File: config.mk
export PLATFORM = sky130hd
export DESIGN_NAME = rv_cache_bus_master_flat
export DESIGN_NICKNAME = d
export VERILOG_FILES = /design/src/rtl/rv_cache_bus_master_if.sv /design/src/rtl/rv_cache_bus_master.sv /design/src/flat_wrapper.sv
export SDC_FILE = /design/constraint.sdc
export NUM_CORES = 1
export LEC_CHECK = 0
export ABC_AREA = 1
export CAP_MARGIN = 10
export CORE_MARGIN = 3
export CORE_UTILIZATION = 38
export CTS_CLUSTER_SIZE = 28
export DETAILED_ROUTE_END_ITERATION = 6
export GPL_TIMING_DRIVEN = 0
export PLACE_DENSITY = 0.87
export SLEW_MARGIN = 0
export SYNTH_ARGS = -nofsm -noshare
export SYNTH_HDL_FRONTEND = slang
export SYNTH_SLANG_ARGS = --single-unit
File: constraint.sdc
create_clock -name i_clk -period 3.3 [get_ports i_clk]
set_clock_uncertainty 0.15 [all_clocks]
set_input_delay 0.33 -clock i_clk [delete_from_list [all_inputs] [get_ports i_clk]]
set_output_delay 0.33 -clock i_clk [all_outputs]
set_load 0.005 [all_outputs]
File: src/rtl/rv_cache_bus_master_if.sv
// Cache-side request/response and Wishbone-classic signals of the cache bus master,
// bundled so the master and its neighbours share one connection.
interface rv_cache_bus_master_if;
    logic [31:0] i_addr;
    logic        i_read;
    logic        i_write;
    logic        i_miss;
    logic [3:0]  i_write_sel;
    logic [31:0] i_write_data;
    logic [31:0] o_bus_data;
    logic        o_bus_ack;
    logic        o_err;
    logic        o_busy;
    logic        o_wb_cyc;
    logic        o_wb_stb;
    logic        o_wb_we;
    logic [31:0] o_wb_adr;
    logic [3:0]  o_wb_sel;
    logic [31:0] o_wb_dat;
    logic [31:0] i_wb_dat;
    logic        i_wb_ack;
    logic        i_wb_err;

    modport master (
        input  i_addr, i_read, i_write, i_miss, i_write_sel, i_write_data,
        input  i_wb_dat, i_wb_ack, i_wb_err,
        output o_bus_data, o_bus_ack, o_err, o_busy,
        output o_wb_cyc, o_wb_stb, o_wb_we, o_wb_adr, o_wb_sel, o_wb_dat
    );

    modport slave (
        output i_addr, i_read, i_write, i_miss, i_write_sel, i_write_data,
        output i_wb_dat, i_wb_ack, i_wb_err,
        input  o_bus_data, o_bus_ack, o_err, o_busy,
        input  o_wb_cyc, o_wb_stb, o_wb_we, o_wb_adr, o_wb_sel, o_wb_dat
    );
endinterface

File: src/rtl/rv_cache_bus_master.sv
// Turns a cache miss/write request into one single-word Wishbone-classic transaction
// and hands back read data with a one-cycle acknowledge; writes may be posted.
module rv_cache_bus_master #(
    parameter bit POSTED_WRITES  = 1'b1,
    parameter int TIMEOUT_BIT    = 8,
    parameter int TIMEOUT_CYCLES = 255
) (
    input logic                   i_clk,
    input logic                   i_reset,
    rv_cache_bus_master_if.master bus
);

    localparam logic [1:0] IDLE   = 2'd0;
    localparam logic [1:0] RD_BUS = 2'd1;
    localparam logic [1:0] WR_BUS = 2'd2;
    localparam logic [1:0] RESP   = 2'd3;

    logic [1:0]             state_q, state_d;
    logic [TIMEOUT_BIT-1:0] cnt_q, cnt_d;
    logic                   cyc_q, cyc_d;
    logic                   we_q, we_d;
    logic [31:0]            adr_q, adr_d;
    logic [3:0]             sel_q, sel_d;
    logic [31:0]            dat_q, dat_d;
    logic [31:0]            rdata_q, rdata_d;
    logic                   pack_q, pack_d;
    logic                   rerr_q, rerr_d;

    logic accept;
    logic in_bus;
    logic timeout_hit;
    logic term_err;
    logic term;
    logic posted_wr;

    assign accept      = (state_q == IDLE) && bus.i_miss && (bus.i_read || bus.i_write);
    assign in_bus      = (state_q == RD_BUS) || (state_q == WR_BUS);
    assign timeout_hit = (cnt_q == TIMEOUT_BIT'(TIMEOUT_CYCLES - 1));
    // An ack on the very cycle the counter would expire still wins over the timeout.
    assign term_err    = in_bus && (bus.i_wb_err || (!bus.i_wb_ack && timeout_hit));
    assign term        = in_bus && (bus.i_wb_ack || term_err);
    assign posted_wr   = POSTED_WRITES && (state_q == WR_BUS);

    always_comb begin
        state_d = state_q;
        cnt_d   = cnt_q;
        cyc_d   = cyc_q;
        we_d    = we_q;
        adr_d   = adr_q;
        sel_d   = sel_q;
        dat_d   = dat_q;
        rdata_d = rdata_q;
        pack_d  = 1'b0;
        rerr_d  = 1'b0;
        case (state_q)
            IDLE: begin
                if (accept) begin
                    we_d    = bus.i_write;
                    adr_d   = bus.i_addr & 32'hFFFF_FFFC;
                    sel_d   = bus.i_write ? bus.i_write_sel : 4'hF;
                    dat_d   = bus.i_write_data;
                    cnt_d   = '0;
                    cyc_d   = 1'b1;
                    pack_d  = bus.i_write && POSTED_WRITES;
                    state_d = bus.i_write ? WR_BUS : RD_BUS;
                end
            end
            RD_BUS, WR_BUS: begin
                if (term) begin
                    cyc_d = 1'b0;
                    if (posted_wr) begin
                        state_d = IDLE;
                    end else begin
                        state_d = RESP;
                        rerr_d  = term_err;
                        rdata_d = (state_q == RD_BUS && !term_err) ? bus.i_wb_dat : 32'h0;
                    end
                end else begin
                    cnt_d = cnt_q + TIMEOUT_BIT'(1);
                end
            end
            default: state_d = IDLE;
        endcase
    end

    always_ff @(posedge i_clk or posedge i_reset) begin
        if (i_reset) begin
            state_q <= IDLE;
            cnt_q   <= '0;
            cyc_q   <= 1'b0;
            we_q    <= 1'b0;
            adr_q   <= 32'h0;
            sel_q   <= 4'h0;
            dat_q   <= 32'h0;
            rdata_q <= 32'h0;
            pack_q  <= 1'b0;
            rerr_q  <= 1'b0;
        end else begin
            state_q <= state_d;
            cnt_q   <= cnt_d;
            cyc_q   <= cyc_d;
            we_q    <= we_d;
            adr_q   <= adr_d;
            sel_q   <= sel_d;
            dat_q   <= dat_d;
            rdata_q <= rdata_d;
            pack_q  <= pack_d;
            rerr_q  <= rerr_d;
        end
    end

    // A posted write reports its bus error while still draining, so o_err never lands in IDLE.
    assign bus.o_err      = ((state_q == RESP) && rerr_q) || (posted_wr && term_err);
    assign bus.o_bus_ack  = pack_q || (state_q == RESP);
    assign bus.o_bus_data = rdata_q;
    assign bus.o_busy     = (state_q != IDLE);
    assign bus.o_wb_cyc   = cyc_q;
    assign bus.o_wb_stb   = cyc_q;
    assign bus.o_wb_we    = we_q;
    assign bus.o_wb_adr   = adr_q;
    assign bus.o_wb_sel   = sel_q;
    assign bus.o_wb_dat   = dat_q;

endmodule
File: src/flat_wrapper.sv
// flat-port wrapper written by rule: the top's interface ports become plain ports
module rv_cache_bus_master_flat 
#(
    parameter bit POSTED_WRITES  = 1'b1,
    parameter int TIMEOUT_BIT    = 8,
    parameter int TIMEOUT_CYCLES = 255
)
  (i_clk, i_reset, bus_i_addr, bus_i_read, bus_i_write, bus_i_miss, bus_i_write_sel, bus_i_write_data, bus_i_wb_dat, bus_i_wb_ack, bus_i_wb_err, bus_o_bus_data, bus_o_bus_ack, bus_o_err, bus_o_busy, bus_o_wb_cyc, bus_o_wb_stb, bus_o_wb_we, bus_o_wb_adr, bus_o_wb_sel, bus_o_wb_dat);
  rv_cache_bus_master_if bus_i ();
  input logic i_clk;
  input logic i_reset;
  input wire logic [$bits(bus_i.i_addr)-1:0] bus_i_addr;
  input wire logic [$bits(bus_i.i_read)-1:0] bus_i_read;
  input wire logic [$bits(bus_i.i_write)-1:0] bus_i_write;
  input wire logic [$bits(bus_i.i_miss)-1:0] bus_i_miss;
  input wire logic [$bits(bus_i.i_write_sel)-1:0] bus_i_write_sel;
  input wire logic [$bits(bus_i.i_write_data)-1:0] bus_i_write_data;
  input wire logic [$bits(bus_i.i_wb_dat)-1:0] bus_i_wb_dat;
  input wire logic [$bits(bus_i.i_wb_ack)-1:0] bus_i_wb_ack;
  input wire logic [$bits(bus_i.i_wb_err)-1:0] bus_i_wb_err;
  output wire logic [$bits(bus_i.o_bus_data)-1:0] bus_o_bus_data;
  output wire logic [$bits(bus_i.o_bus_ack)-1:0] bus_o_bus_ack;
  output wire logic [$bits(bus_i.o_err)-1:0] bus_o_err;
  output wire logic [$bits(bus_i.o_busy)-1:0] bus_o_busy;
  output wire logic [$bits(bus_i.o_wb_cyc)-1:0] bus_o_wb_cyc;
  output wire logic [$bits(bus_i.o_wb_stb)-1:0] bus_o_wb_stb;
  output wire logic [$bits(bus_i.o_wb_we)-1:0] bus_o_wb_we;
  output wire logic [$bits(bus_i.o_wb_adr)-1:0] bus_o_wb_adr;
  output wire logic [$bits(bus_i.o_wb_sel)-1:0] bus_o_wb_sel;
  output wire logic [$bits(bus_i.o_wb_dat)-1:0] bus_o_wb_dat;
  assign bus_i.i_addr = bus_i_addr;
  assign bus_i.i_read = bus_i_read;
  assign bus_i.i_write = bus_i_write;
  assign bus_i.i_miss = bus_i_miss;
  assign bus_i.i_write_sel = bus_i_write_sel;
  assign bus_i.i_write_data = bus_i_write_data;
  assign bus_i.i_wb_dat = bus_i_wb_dat;
  assign bus_i.i_wb_ack = bus_i_wb_ack;
  assign bus_i.i_wb_err = bus_i_wb_err;
  assign bus_o_bus_data = bus_i.o_bus_data;
  assign bus_o_bus_ack = bus_i.o_bus_ack;
  assign bus_o_err = bus_i.o_err;
  assign bus_o_busy = bus_i.o_busy;
  assign bus_o_wb_cyc = bus_i.o_wb_cyc;
  assign bus_o_wb_stb = bus_i.o_wb_stb;
  assign bus_o_wb_we = bus_i.o_wb_we;
  assign bus_o_wb_adr = bus_i.o_wb_adr;
  assign bus_o_wb_sel = bus_i.o_wb_sel;
  assign bus_o_wb_dat = bus_i.o_wb_dat;
  rv_cache_bus_master #(.POSTED_WRITES(POSTED_WRITES), .TIMEOUT_BIT(TIMEOUT_BIT), .TIMEOUT_CYCLES(TIMEOUT_CYCLES)) u_core (.i_clk(i_clk), .i_reset(i_reset), .bus(bus_i));
endmodule
==> summary.md <==
| Metric | Value |
|---|---|
| Minimum clock period | 2.491 ns |
| Drt drc | 0 |
| Post-route insts no fill | 999 |
| Met1 Usage GRT | 21.59% |
| 1st-iter DRT viols | 251 |
| First-pass GRT wire length | 21360 um |
| Worst-path clk slew | 0.07 ns |
| Critical Path AT | 2.01 ns |
| Final setup vio count | 0 |
| Critical path cell sequence | inv_1, ha_1, nand2_1, nor2_1, nand2_1, nand2_2, nand3_1, nand2_1, clkdlybuf4s50_1 |
| Vias in the first global route | 4444 |
| Slew headroom | 46.38% |
| WL final | 13060 um |
| Total grt overflow | 0 |
| Final Slew Violations | 0 |
| Via Count | 4419 |
| Per-cell routed wire length | 13.07 um |
| Peak supply drop | 0.3983 mV |
| Clk sinks | 112 |
| Seq/Total Area, Yosys | 57.08% |
| Largest net degree at the start of global routing | 41 |
| Clock Latency Late Sink | 0.34 ns |
| Tightest Pin Transition | 0.8027 ns |
| Detail Route Antenna Nets | 0 |
| Clk root buf | clkbuf_16 |
| Cts bufs inserted | 9 |
| Synthesized cell area | 4910 um^2 |
| Predominant post-synthesis flop cell | dfrtp_1 |
| Clock Path Buffers | 2 |
| Die Area | 14320 um^2 |
| Area grow syn2layout | 54.03% |
| CP Capture Type | output port |
| Setup TNS | 0 ns |
| Worst Setup Start Kind | register |
| Core ar. | 12310 um^2 |
| RSZ-0062 raised after global routing | false |
| Static leakage | 3.917 nW |
| I/O pin count | 213 |
| Post-Synthesis Cells | 604 |
| Register Area | 2803 um^2 |
| Reg-to-reg setup timing slack | 1.19 ns |
| Post-CTS Hold Buffers | 0 |
| Met2 Usage GRT | 30.37% |
| Cell Count Post-Placement | 983 |
| Ratio of cells with drive above 1 in the final layout | 5.535% |
| Met3 Use GR | 7.587% |
| Total GRT Usage | 18.50% |
| Fin nets | 941 |
| Most common cell after layout, fill and taps aside | nand2_1 |
| Number of diodes | 0 |
| Max-cap viol count | 0 |
| WS Path Type | register to output port |
| Fin crit share | 75.50% |
| Fin. Hold Viols | 0 |
| Cell Rows | 40 |
| Crit path required time | 2.82 ns |
| Antenna violations before repair | 0 |
| Yosys reg bits | 112 |
| Most used cell, CP | nand2_1 |
| Largest stage delay on the critical path | 0.52 ns |
| Async S/R FF share, synth | 100.0% |
| # port buffers | 208 |
| Post-CTS Resized | 0 |
| Initial Util | 39.88% |
| Fmax achieved | 0.4014 GHz |
| Multi-input gate area | 1752 um^2 |
| PD cells | 825.7 nW/um^2 |
| FF-to-FF Start | u_core.state_q[0] |
| GR peak layer | met2 |
| Post-CTS Setup Bufs | 0 |
| Worst min-delay path category | register to register |
| DRT Pass-1 Iters | 4 |
| TritonCTS clock tree | yes |
| Yosys warning count | 0 |
| Final core occ | 61.42% |
| Number of vias per cell | 4.423 |
| Slowest library cell on the worst path | clkdlybuf4s50_1 |
| RD Place Congestion | 0.8076 |
| Commonest non-fill, non-tap cells in the layout | nand2_1, clkdlybuf4s50_1, dfrtp_1 |
| Detailed Place HPWL | 10050 um |
| Chip Height | 119.7 um |
| Die width | 119.7 um |
| Reg2reg path depth | 8 |
| H-Tree Depth | 3 |
| Distinct cells, synth | 26 |
| Run status | finished clean |
| Number of enable flip-flop cells after synthesis | 0 |
| Crit Reg-Reg Endpoint | u_core.bus.o_wb_dat[0] |
| Fillers | 1051 |
| Critical Path Fanout Max | 5 |
| Crit path capture | bus_o_err |
| Crit path from | u_core.cnt_q[0] |
| Syn Area/Cell | 8.129 um^2 |
==> final cells by class <==
cell class / count / area share [%]
clock inverter: 6 / 1.109
inverter: 53 / 2.680
buffer: 25 / 2.118
timing repair buffer: 210 / 28.06
clock buffer: 10 / 3.028
multi-input combinational: 415 / 23.16
sequential: 112 / 37.06
tap: 168 / 2.780
==> critical path, delay by kind of cell, from the launching register on <==
family | cells | cell delay (ns)
buffers and inverters | 2 | 0.61
flip-flops | 1 | 0.42
adder cells (fa/ha/maj) | 1 | 0.17
AND/OR/NAND/NOR | 6 | 0.47
==> worst min-delay path by stage <==
stage                             from                      end  slack, ns  depth (start not counted)
2_1_floorplan           bus_i_addr[10]  u_core.bus.o_wb_adr[10]       0.30                          2
5_1_grt        u_core.bus.o_wb_dat[14]  u_core.bus.o_wb_dat[14]       0.34                          2
3_3_place_gp   u_core.bus.o_wb_adr[12]  u_core.bus.o_wb_adr[12]       0.30                          2
4_1_cts         u_core.bus.o_wb_adr[6]   u_core.bus.o_wb_adr[6]       0.32                          2
6_report       u_core.bus.o_wb_adr[12]  u_core.bus.o_wb_adr[12]       0.32                          2
3_5_place_dp    u_core.bus.o_wb_adr[6]   u_core.bus.o_wb_adr[6]       0.31                          2
==> cell families after synthesis <==
family / count (synthesis) / synth area share, %
flops: 112 / 57.08
simple gates: 388 / 30.79
fa+ha+maj: 8 / 2.039
buf+inv: 78 / 7.314
other cells: 1 / 0.07638
xor+xnor: 4 / 0.7135
compound gates: 13 / 1.988
==> registers in the layout, indices dropped and copies added (netlist names) <==
signal,count
u_core.bus.o_bus_data,32
u_core.bus.o_wb_adr,30
u_core.bus.o_wb_cyc,1
u_core.bus.o_wb_dat,32
u_core.bus.o_wb_sel,4
u_core.bus.o_wb_we,1
u_core.cnt_q,8
u_core.pack_q,1
u_core.rerr_q,1
u_core.state_q,2
==> layer usage <==
metal	share of wire, %	wire length (um)	vias to the layer above
li1	-	-	2230
met1	41	5309	1997
met2	46	5999	168
met3	11	1384	24
met4	2.8	363	0
met5	0	0	-
==> synth_stat cells (2+ instances only) <==
| library cell | number | area [um^2] |
|---|---|---|
| clkbuf_1 | 8 | 30.03 |
| xor2_1 | 4 | 35.03 |
| nand3_1 | 6 | 30.03 |
| o22ai_1 | 2 | 12.51 |
| buf_2 | 8 | 40.04 |
| ha_1 | 8 | 100.1 |
| nand2_2 | 4 | 25.02 |
| o21ai_0 | 4 | 20.02 |
| o22a_1 | 4 | 35.03 |
| buf_6 | 6 | 67.56 |
| nor2_2 | 2 | 12.51 |
| nor2_1 | 44 | 165.2 |
| buf_4 | 3 | 22.52 |
| nand2_1 | 327 | 1227 |
| dfrtp_1 | 112 | 2803 |
| inv_1 | 52 | 195.2 |
==> report_power, final <==
part           total (W)  switching (W)  internal [W]
Sequential       0.00233       0.000350       0.00198
Combinational    0.00277        0.00120       0.00157
Clock            0.00114       0.000481      0.000663
Total            0.00624        0.00203       0.00421
==> metrics by stage <==
step	hold slack, ns	cell area (um^2)	total power [W]	setup slack [ns]
after floorplan	0.2966	4917	0.003438	1.463
after global placement	0.3027	7209	0.005061	0.3483
after detailed placement	0.3073	7249	0.005148	0.9293
after CTS	0.3250	7562	0.006325	0.7953
after global routing	0.3435	7562	0.006709	0.5626
final	0.3208	7562	0.006244	0.8085
(Power assumes the default switching activity.)
